--- src/rtl/time_pkg.sv ---
// time_pkg: shared field indices, FSM states, year limits and calendar helpers
package time_pkg;
  localparam logic [2:0] FLD_YEAR   = 3'd0;
  localparam logic [2:0] FLD_MONTH  = 3'd1;
  localparam logic [2:0] FLD_DAY    = 3'd2;
  localparam logic [2:0] FLD_HOUR   = 3'd3;
  localparam logic [2:0] FLD_MINUTE = 3'd4;
  localparam logic [2:0] FLD_SECOND = 3'd5;

  localparam logic [15:0] YEAR_MIN = 16'd2000;
  localparam logic [15:0] YEAR_MAX = 16'd2099;

  typedef enum logic [1:0] {IDLE, CAPTURE, EDIT, COMMIT} state_t;

  function automatic logic is_leap(input logic [15:0] y);
    return (y % 16'd4 == 16'd0 && y % 16'd100 != 16'd0) || y % 16'd400 == 16'd0;
  endfunction

  function automatic logic [10:0] days_in_month(input logic [15:0] y, input logic [5:0] m);
    return m == 6'd2 ? (is_leap(y) ? 11'd29 : 11'd28) :
           (m == 6'd4 || m == 6'd6 || m == 6'd9 || m == 6'd11) ? 11'd30 : 11'd31;
  endfunction

  // One step up or down inside lo..hi, wrapping at either end
  function automatic logic [15:0] step(input logic [15:0] v, input logic [15:0] lo,
                                       input logic [15:0] hi, input logic up);
    return up ? (v >= hi ? lo : v + 16'd1) : (v <= lo ? hi : v - 16'd1);
  endfunction
endpackage

--- src/rtl/weekday_calc.sv ---
// weekday_calc: Sakamoto day-of-week from year/month/day, 1=Mon..7=Sun
module weekday_calc
  import time_pkg::*;
(
  input  logic [15:0] year,
  input  logic [5:0]  month,
  input  logic [10:0] day,
  output logic [10:0] week
);
  logic [15:0] y, t, s, w;

  // Month offset table; January and February count as part of the previous year
  always_comb begin
    case (month)
      6'd2:    t = 16'd3;
      6'd3:    t = 16'd2;
      6'd4:    t = 16'd5;
      6'd6:    t = 16'd3;
      6'd7:    t = 16'd5;
      6'd8:    t = 16'd1;
      6'd9:    t = 16'd4;
      6'd10:   t = 16'd6;
      6'd11:   t = 16'd2;
      6'd12:   t = 16'd4;
      default: t = 16'd0;
    endcase
  end

  // Sakamoto sum gives 0=Sun; Sunday is moved to 7
  always_comb begin
    y = month < 6'd3 ? year - 16'd1 : year;
    s = y + y / 16'd4 - y / 16'd100 + y / 16'd400 + t + {5'd0, day};
    w = s % 16'd7;
    week = w == 16'd0 ? 11'd7 : w[10:0];
  end
endmodule

--- src/rtl/time_set_ctrl.sv ---
// time_set_ctrl: capture, field-by-field edit and one-cycle load of date/time (idle abort under TIME_SET_TIMEOUT_EN)
module time_set_ctrl
  import time_pkg::*;
  #(parameter int unsigned TIMEOUT_CYCLES = 600_000_000)
(
  input  logic        clk,
  input  logic        rst_n,
  input  logic        btn_mode,
  input  logic        btn_next,
  input  logic        btn_up,
  input  logic        btn_down,
  input  logic [15:0] cur_year,
  input  logic [5:0]  cur_month,
  input  logic [10:0] cur_day,
  input  logic [10:0] cur_hour,
  input  logic [10:0] cur_minute,
  input  logic [10:0] cur_second,
  output logic [15:0] set_year,
  output logic [5:0]  set_month,
  output logic [10:0] set_day,
  output logic [10:0] set_hour,
  output logic [10:0] set_minute,
  output logic [10:0] set_second,
  output logic [10:0] set_week,
  output logic        load,
  output logic        editing,
  output logic [2:0]  sel_field
);
  state_t state, nxt;
  logic timeout;
  logic any_btn;
  logic [15:0] c_year, n_year;
  logic [5:0]  c_month, n_month;
  logic [10:0] c_dim, c_day, c_hour, c_minute, c_second;
  logic [10:0] n_dim, n_day, n_hour, n_minute, n_second;

  assign any_btn = btn_mode | btn_next | btn_up | btn_down;

`ifdef TIME_SET_TIMEOUT_EN
  logic [31:0] cnt;

  always_ff @(posedge clk or negedge rst_n) begin
    if (!rst_n) cnt <= '0;
    else cnt <= (state != EDIT || any_btn) ? '0 : cnt + 32'd1;
  end

  assign timeout = cnt == 32'(TIMEOUT_CYCLES - 1) && !any_btn;
`else
  assign timeout = 1'b0;
`endif

  always_ff @(posedge clk or negedge rst_n) begin
    if (!rst_n) state <= IDLE;
    else state <= nxt;
  end

  always_comb begin
    nxt = state;
    case (state)
      IDLE:    nxt = btn_mode ? CAPTURE : IDLE;
      CAPTURE: nxt = EDIT;
      EDIT:    nxt = btn_mode ? COMMIT : timeout ? IDLE : EDIT;
      default: nxt = IDLE;
    endcase
  end

  always_comb begin
    load = state == COMMIT;
    editing = state == CAPTURE || state == EDIT;
  end

  always_comb begin
    c_year = (cur_year < YEAR_MIN || cur_year > YEAR_MAX) ? YEAR_MIN : cur_year;
    c_month = (cur_month == 6'd0 || cur_month > 6'd12) ? 6'd1 : cur_month;
    c_dim = days_in_month(c_year, c_month);
    c_day = cur_day == 11'd0 ? 11'd1 : cur_day > c_dim ? c_dim : cur_day;
    c_hour = cur_hour > 11'd23 ? 11'd0 : cur_hour;
    c_minute = cur_minute > 11'd59 ? 11'd0 : cur_minute;
    c_second = cur_second > 11'd59 ? 11'd0 : cur_second;
  end

  always_comb begin
    n_year = sel_field == FLD_YEAR ? step(set_year, YEAR_MIN, YEAR_MAX, btn_up) : set_year;
    n_month = sel_field == FLD_MONTH ? 6'(step(16'(set_month), 16'd1, 16'd12, btn_up)) : set_month;
    n_dim = days_in_month(n_year, n_month);
    n_day = sel_field == FLD_DAY ? 11'(step(16'(set_day), 16'd1, 16'(n_dim), btn_up)) :
            set_day > n_dim ? n_dim : set_day;
    n_hour = sel_field == FLD_HOUR ? 11'(step(16'(set_hour), 16'd0, 16'd23, btn_up)) : set_hour;
    n_minute = sel_field == FLD_MINUTE ? 11'(step(16'(set_minute), 16'd0, 16'd59, btn_up)) : set_minute;
    n_second = sel_field == FLD_SECOND ? 11'(step(16'(set_second), 16'd0, 16'd59, btn_up)) : set_second;
  end

  always_ff @(posedge clk or negedge rst_n) begin
    if (!rst_n) begin
      set_year <= YEAR_MIN;
      set_month <= 6'd1;
      set_day <= 11'd1;
      set_hour <= '0;
      set_minute <= '0;
      set_second <= '0;
      sel_field <= FLD_YEAR;
    end else if (state == CAPTURE) begin
      set_year <= c_year;
      set_month <= c_month;
      set_day <= c_day;
      set_hour <= c_hour;
      set_minute <= c_minute;
      set_second <= c_second;
      sel_field <= FLD_YEAR;
    end else if (state == EDIT && !btn_mode) begin
      if (btn_next) sel_field <= sel_field == FLD_SECOND ? FLD_YEAR : sel_field + 3'd1;
      else if (btn_up || btn_down) begin
        set_year <= n_year;
        set_month <= n_month;
        set_day <= n_day;
        set_hour <= n_hour;
        set_minute <= n_minute;
        set_second <= n_second;
      end
    end
  end

  weekday_calc u_week (
    .year(set_year),
    .month(set_month),
    .day(set_day),
    .week(set_week)
  );
endmodule

--- config.mk ---
export PLATFORM = sky130hd
export DESIGN_NAME = time_set_ctrl
export DESIGN_NICKNAME = d
export VERILOG_FILES = /design/src/rtl/time_pkg.sv /design/src/rtl/weekday_calc.sv /design/src/rtl/time_set_ctrl.sv
export SDC_FILE = /design/constraint.sdc
export NUM_CORES = 1
export LEC_CHECK = 0
export CAP_MARGIN = 0
export CORE_MARGIN = 2
export CORE_UTILIZATION = 40
export CTS_BUF_LIST = sky130_fd_sc_hd__clkbuf_16
export DETAILED_ROUTE_END_ITERATION = 7
export PLACE_DENSITY = 0.66
export SYNTH_ARGS = -nofsm -noshare
export SYNTH_HDL_FRONTEND = slang
export SYNTH_SLANG_ARGS = --single-unit
--- constraint.sdc ---
create_clock -name clk -period 24.5 [get_ports clk]
set_input_delay 4.9 -clock clk [delete_from_list [all_inputs] [get_ports clk]]
set_output_delay 4.9 -clock clk [all_outputs]
set_load 0.02 [all_outputs]
==> key figures, run 1 <==
Timing
  – Hold WS: 0.497 ns
  – Least-Margin Pin Slew: 1.02 ns
  – Relative slew slack: 31.9%
  – Max Clock Freq: 0.0427 GHz
  – Slew Viols, Final: 0
  – Final Skew: 0.0107 ns
  – Setup ws final: 1.08 ns
  – Period minus WS final: 23.42 ns
  – Final hold vios: 0
  – Final setup viols: 0
  – Ratio of final minimum period to clock period: 95.6%
  – Fin Setup TNS: 0 ns

Synthesis
  – Synth Instances: 1,939
  – Synth Cell Area: 13,900 um2
  – Synth top area share: 11.3%
  – Post-synth EDFFs: 0
  – Synth area leader: dfrtp_1
  – Fraction of registers with async set/reset: 100%
  – Yosys reg bits: 71
  – Average size of a mapped cell: 7.18 um2
  – Most used DFF post-synth: dfrtp_1
  – Distinct cells, synth: 112
  – Dominant cells by area after synthesis: dfrtp_1, ha_1, nor2_1
  – Syn. warnings: 0
  – Register area share after synthesis: 12.8%
  – Syn Nets: 2,108

Die
  – I/O pins: 154
  – DIE HEIGHT: 191 um
  – Initial Util: 40.5%
  – Die area: 36,300 um2
  – Row cnt: 68
  – Die X: 191 um
  – Core area: 34,400 um2

Place
  – DP HPWL: 34.7 mm
  – Routability Congestion: 0.936
  – IO Port Bufs: 153
  – Dpl ws: 0.0725 ns

Global routing
  – Largest net degree at the start of global routing: 69
  – Initial antenna violation count: 0
  – Global-route wire length before repair: 73.8 mm
  – Total GRT Usage: 24.3%
  – GRT Residual Overflow: 0
  – Vias in the first global route: 14,700

Clocking
  – Max H-tree Level: 3
  – Num CTS Buffers: 9
  – Clk slew on worst S/H paths: 0.06 ns
  – Hold_buf cts: 0
  – CTS Sinks: 71
  – Longest Clk Path Bufs: 2
  – CTS root buffer: clkbuf_16
  – Worst-skew pair later-pin latency: 0.36 ns
  – CTS tree: built

Finish
  – Multi-input logic area: 11,600 um2
  – Ant. Diodes: 0
  – Layout Nets: 2,243
  – Share of layout cells above drive strength 1: 11.0%
  – FF/Latch Area: 1790 um2
  – Fill count: 3,371
  – Synthesis-to-finish area growth: 20.4%

Worst setup path
  – Crit-path max FO: 14
  – CP arrival: 18.52 ns
  – End of the critical path: set_week[9]
  – Reg-to-Reg End: set_day[1]
  – Slowest stage delay, CP: 0.67 ns
  – WS Path Type: flop to output port
  – CP required: 19.60 ns
  – Top cell by count, worst path: inv_1
  – Critical path origin: set_month[3]
  – Reg2Reg Setup Slack: 12.91 ns
  – CP Capture Type: output port
  – Reg2Reg Depth: 41
  – CP max stage cell: clkdlybuf4s50_1
  – Reg2reg start: set_year[0]
  – Crit path launch type: flop

Worst hold path
  – Worst Hold Class: flop to flop

Status
  – Outcome: finished clean

Routing
  – Routed WL: 45.7 mm
  – Router iterations before antenna repair: 6
  – Wirelength per Cell: 18.1 um
  – Drt initial violations: 1,389
  – DRC violation count after routing: 0
  – Via count: 15,900
  – Number of nets with antenna violations after routing: 0
  – Via density: 6.28

Flow run
  – Max-cap violations: 0
[final cells by class]
cell class | instances | share of cell area, %
Sequential cell | 71 | 10.7
Clock buffer | 9 | 1.34
Tap cell | 455 | 3.40
Clock inverter | 7 | 0.470
Inverter | 107 | 2.46
Multi-Input combinational cell | 1663 | 69.4
Timing Repair Buffer | 222 | 12.2
[cells in the final DEF (no fill, tap or decap), drive strengths merged, types with 11 or more instances in the layout]
master	instances
o21ai	154
buf	71
inv	106
xnor2	54
and3	13
nor4	33
dfrtp	63
o211ai	33
nor2b	16
a21oi	134
nand2	162
or3	21
fa	36
o21a	26
or4	20
mux2i	30
o221ai	12
nor3	96
clkdlybuf4s50	148
or2	15
xor2	29
nand3	82
o31ai	32
a22oi	19
ha	61
a211oi	34
a31oi	31
o22ai	24
nand4	26
a21o	14
a211o	15
nand2b	18
a22o	11
a311oi	13
nor2	198
and2	22
o32ai	12
[Yosys cell counts, types with 36 or more instances]
| cell | n |
|---|---|
| clkbuf_1 | 69 |
| nor2_1 | 197 |
| ha_1 | 61 |
| fa_1 | 36 |
| o21ai_0 | 147 |
| dfrtp_1 | 63 |
| nand3_1 | 82 |
| xnor2_1 | 50 |
| a21oi_1 | 131 |
| nand2_1 | 160 |
| nor3_1 | 92 |
| inv_1 | 98 |
[worst min-delay path by stage]
stage / from / endpoint / cells past startpoint
2_1_floorplan: state[0] / state[0] / 1
3_3_place_gp: state[0] / state[0] / 1
3_5_place_dp: state[0] / state[0] / 1
4_1_cts: state[0] / state[0] / 1
5_1_grt: state[0] / state[0] / 1
6_report: state[0] / state[0] / 1
[stage by stage]
step	utilization (%)	cell area, um2	std cells
2_1_floorplan	-	13900	1939
3_3_place_gp	46.5	16000	2501
3_5_place_dp	46.5	16000	2501
4_1_cts	47.5	16300	2517
5_1_grt	48.8	16800	2534
6_report	48.8	16800	2534
[logic make-up after synthesis]
group,Yosys count,share of synthesized area (%)
and+or+nand+nor,758,27.3
muxes,41,3.13
adders and majority gates,101,10.9
AOI/OAI and AO/OA,679,34.1
DFF,71,12.8
xor gates and xnor gates,83,5.62
buffers and inverters,206,6.13
[metal layers]
metal	vias up	share of wire (%)	global-route usage, %
met1	7522	44	33.1
met3	63	7.2	3.48
met5	-	0	0
met2	687	47	40.2
met4	0	1.7	6.32
li1	7631	-	-
[sequential cells by signal, summed over array words and instances, names as in the netlist]
name,cells
sel_field,3
set_hour,11
set_minute,11
state,2
set_month,6
set_day,11
set_year,16
set_second,11
[timing repair]
action	in CTS	in global routing
pin swaps	0	12
setup buffers	0	16
gates cloned	0	1
hold endpoints to repair	0	0
setup endpoints to repair	6	11
resized for setup	6	64
[critical path, delay by kind of cell (launching register included)]
kind	cells	cell delay, ns
compound gates	33	7.31
buf+inv	11	1.84
simple gates	17	4.93
mux	2	0.76
flops	1	0.50
xor+xnor	2	0.31
fa+ha+maj	8	2.52
Power of run 1 is not shown: default switching activity piles up to over one toggle a cycle in this logic, so the estimate is an artifact.
==> run 2: changes to the inputs <==
CORE_UTILIZATION = 43   (was 40)
PLACE_DENSITY = 0.7   (was 0.66)
RECOVER_POWER = 50   (was unset)
SETUP_SLACK_MARGIN = 0.4   (was unset)
==> key figures, run 2 (same netlist as run 1, synthesis figures left out) <==
Status
  – Outcome: complete, but fails checks (was finished clean)
  – Failing checks: capacitance limit, slew limit

Timing
  – Relative slew slack: -175% (was 31.9%)
  – Slew Viols, Final: 141 (was 0)
  – Ratio of final minimum period to clock period: 94.6% (was 95.6%)
  – Final hold vios: 0 (unchanged)
  – Period minus WS final: 23.18 ns (was 23.42 ns)
  – Setup ws final: 1.32 ns (was 1.08 ns)
  – Least-Margin Pin Slew: 4.13 ns (was 1.02 ns)
  – Final setup viols: 0 (unchanged)
  – Max Clock Freq: 0.0431 GHz (was 0.0427 GHz)
  – Final Skew: 0.00849 ns (was 0.0107 ns)
  – RSZ-0062 raised after global routing: false

Place
  – IO Port Bufs: 153 (unchanged)
  – Dpl ws: -0.177 ns (was 0.0725 ns)
  – DP HPWL: 34.0 mm (was 34.7 mm)
  – Placed instance area: 15,900 um2 (was 16,000 um2)
  – Routability Congestion: 0.956 (was 0.936)

Worst setup path
  – Slowest stage delay, CP: 0.65 ns (was 0.67 ns)
  – Crit path launch type: flop (unchanged)
  – Crit-path leading delay family: compound AO/OA/AOI/OAI gates (unchanged)
  – CP required: 19.60 ns (about the same)
  – CP arrival: 18.28 ns (was 18.52 ns)
  – CP Capture Type: output port (unchanged)
  – Crit-path max FO: 9 (was 14)
  – Top cell by count, worst path: buf_4 (was inv_1)
  – CP max stage cell: clkdlybuf4s50_1 (unchanged)
  – Worst path buffer plus inverter count: 13 (was 11)
  – WS Path Type: flop to output port (unchanged)

Global routing
  – GRT Residual Overflow: 0 (unchanged)
  – Global-route wire length before repair: 71.9 mm (was 73.8 mm)
  – Total GRT Usage: 25.5% (was 24.3%)
  – Initial antenna violation count: 0 (unchanged)
  – Vias in the first global route: 14,600 (was 14,700)
  – Largest net degree at the start of global routing: 72 (was 69)

Finish
  – Fill count: 3,074 (was 3,371)
  – Commonest non-fill, non-tap cell in the layout: nor2_1 (unchanged)
  – Biggest register: set_year (unchanged)
  – Synthesis-to-finish area growth: 19.4% (was 20.4%)
  – Layout Utilization: 52.4% (was 48.8%)
  – Ant. Diodes: 0 (unchanged)
  – Final Cell Area: 16,600 um2 (was 16,800 um2)
  – Commonest cells after routing, fill and taps aside: nor2_1, nand2_1, o21ai_0, a21oi_1, clkdlybuf4s50_1 (was nor2_1, nand2_1, clkdlybuf4s50_1, o21ai_0, a21oi_1)
  – Multi-input logic area: 11,600 um2 (about the same)
  – Largest register FFs: 16 (unchanged)
  – Layout Nets: 2,241 (was 2,243)
  – Share of layout cells above drive strength 1: 10.8% (was 11.0%)
  – FF/Latch Area: 1790 um2 (about the same)

Flow run
  – Max-cap violations: 2 (was 0)

Die
  – I/O pins: 154 (unchanged)
  – Die area: 33,800 um2 (was 36,300 um2)
  – Core area: 31,700 um2 (was 34,400 um2)
  – Initial Util: 43.9% (was 40.5%)
  – Row cnt: 65 (was 68)
  – DIE HEIGHT: 184 um (was 191 um)
  – Die X: 184 um (was 191 um)

Routing
  – Met1 wire length: 19.3 mm (was 20.2 mm)
  – Max Used Layer: met4 (unchanged)
  – Met2 routed WL: 20.4 mm (was 21.5 mm)
  – Router iterations before antenna repair: 7 (was 6)
  – Wirelength per Cell: 18.0 um (was 18.1 um)
  – Number of nets with antenna violations after routing: 0 (unchanged)
  – Via count: 15,900 (about the same)
  – Drt initial violations: 1,246 (was 1,389)
  – Routed WL: 44.5 mm (was 45.7 mm)
  – DRC violation count after routing: 0 (unchanged)
  – Via density: 6.43 (was 6.28)
  – Met3 WL: 3.39 mm (was 3.29 mm)

Clocking
  – Num CTS Buffers: 9 (unchanged)
  – Worst-skew pair later-pin latency: 0.36 ns (about the same)
  – CTS tree: built (unchanged)
  – Clk slew on worst S/H paths: 0.06 ns (about the same)
  – Longest Clk Path Bufs: 2 (unchanged)
  – CTS Sinks: 71 (unchanged)
  – Max H-tree Level: 3 (unchanged)
  – CTS root buffer: clkbuf_16 (unchanged)
  – Hold_buf cts: 0 (unchanged)

Worst hold path
  – Worst Hold Class: flop to flop (unchanged)
-- run 2: layer usage --
metal,vias up,GRT usage [%]
met5,-,0
met4,0,8.61
met3,106,4.22
met2,682,42.7
met1,7520,33.3
li1,7639,-
-- run 2: area by class of cell --
cell class / count / area share (%)
tap: 402 / 3.03
clock buffer: 9 / 1.35
clock inverter: 7 / 0.384
timing repair buffer: 220 / 12.2
inverter: 107 / 2.48
sequential: 71 / 10.8
multi-input combinational: 1663 / 69.8
-- run 2: final timing paths --
kind                               from  cells after the start       endpoint  slack [ns]
max                        set_month[2]                     74    set_week[5]        1.32
min                            state[0]                      1       state[0]        0.51
max reg2reg                 set_year[0]                     41     set_day[1]       12.73
min reg2reg                    state[0]                      1       state[0]        0.51
max in group asynchronous         rst_n                      1    set_year[0]       15.87
min in group asynchronous         rst_n                      1  set_second[8]        5.97
-- run 2: metrics by stage --
stage	setup TNS (ns)	hold slack [ns]	cells
after floorplan	0	0.456	1939
after CTS	0	0.506	2469
final	0	0.508	2479
after global routing	0	0.531	2479
after global placement	0	0.488	2450
after detailed placement	-0.391	0.494	2450
-- run 2: timing repair --
action	in CTS	in global routing
setup buffers	3	9
endpoints found under the setup margin	8	11
gates cloned	0	1
pin swaps	2	9
resized for setup	16	55
Power of run 2 is left out for the same reason.
==> run 3: changes to the inputs <==
CAP_MARGIN = unset   (was 0)
==> results of run 3 <==
The final DEF is identical to that of run 2; final timing and power are the same.
Power of run 3 is left out for the same reason.
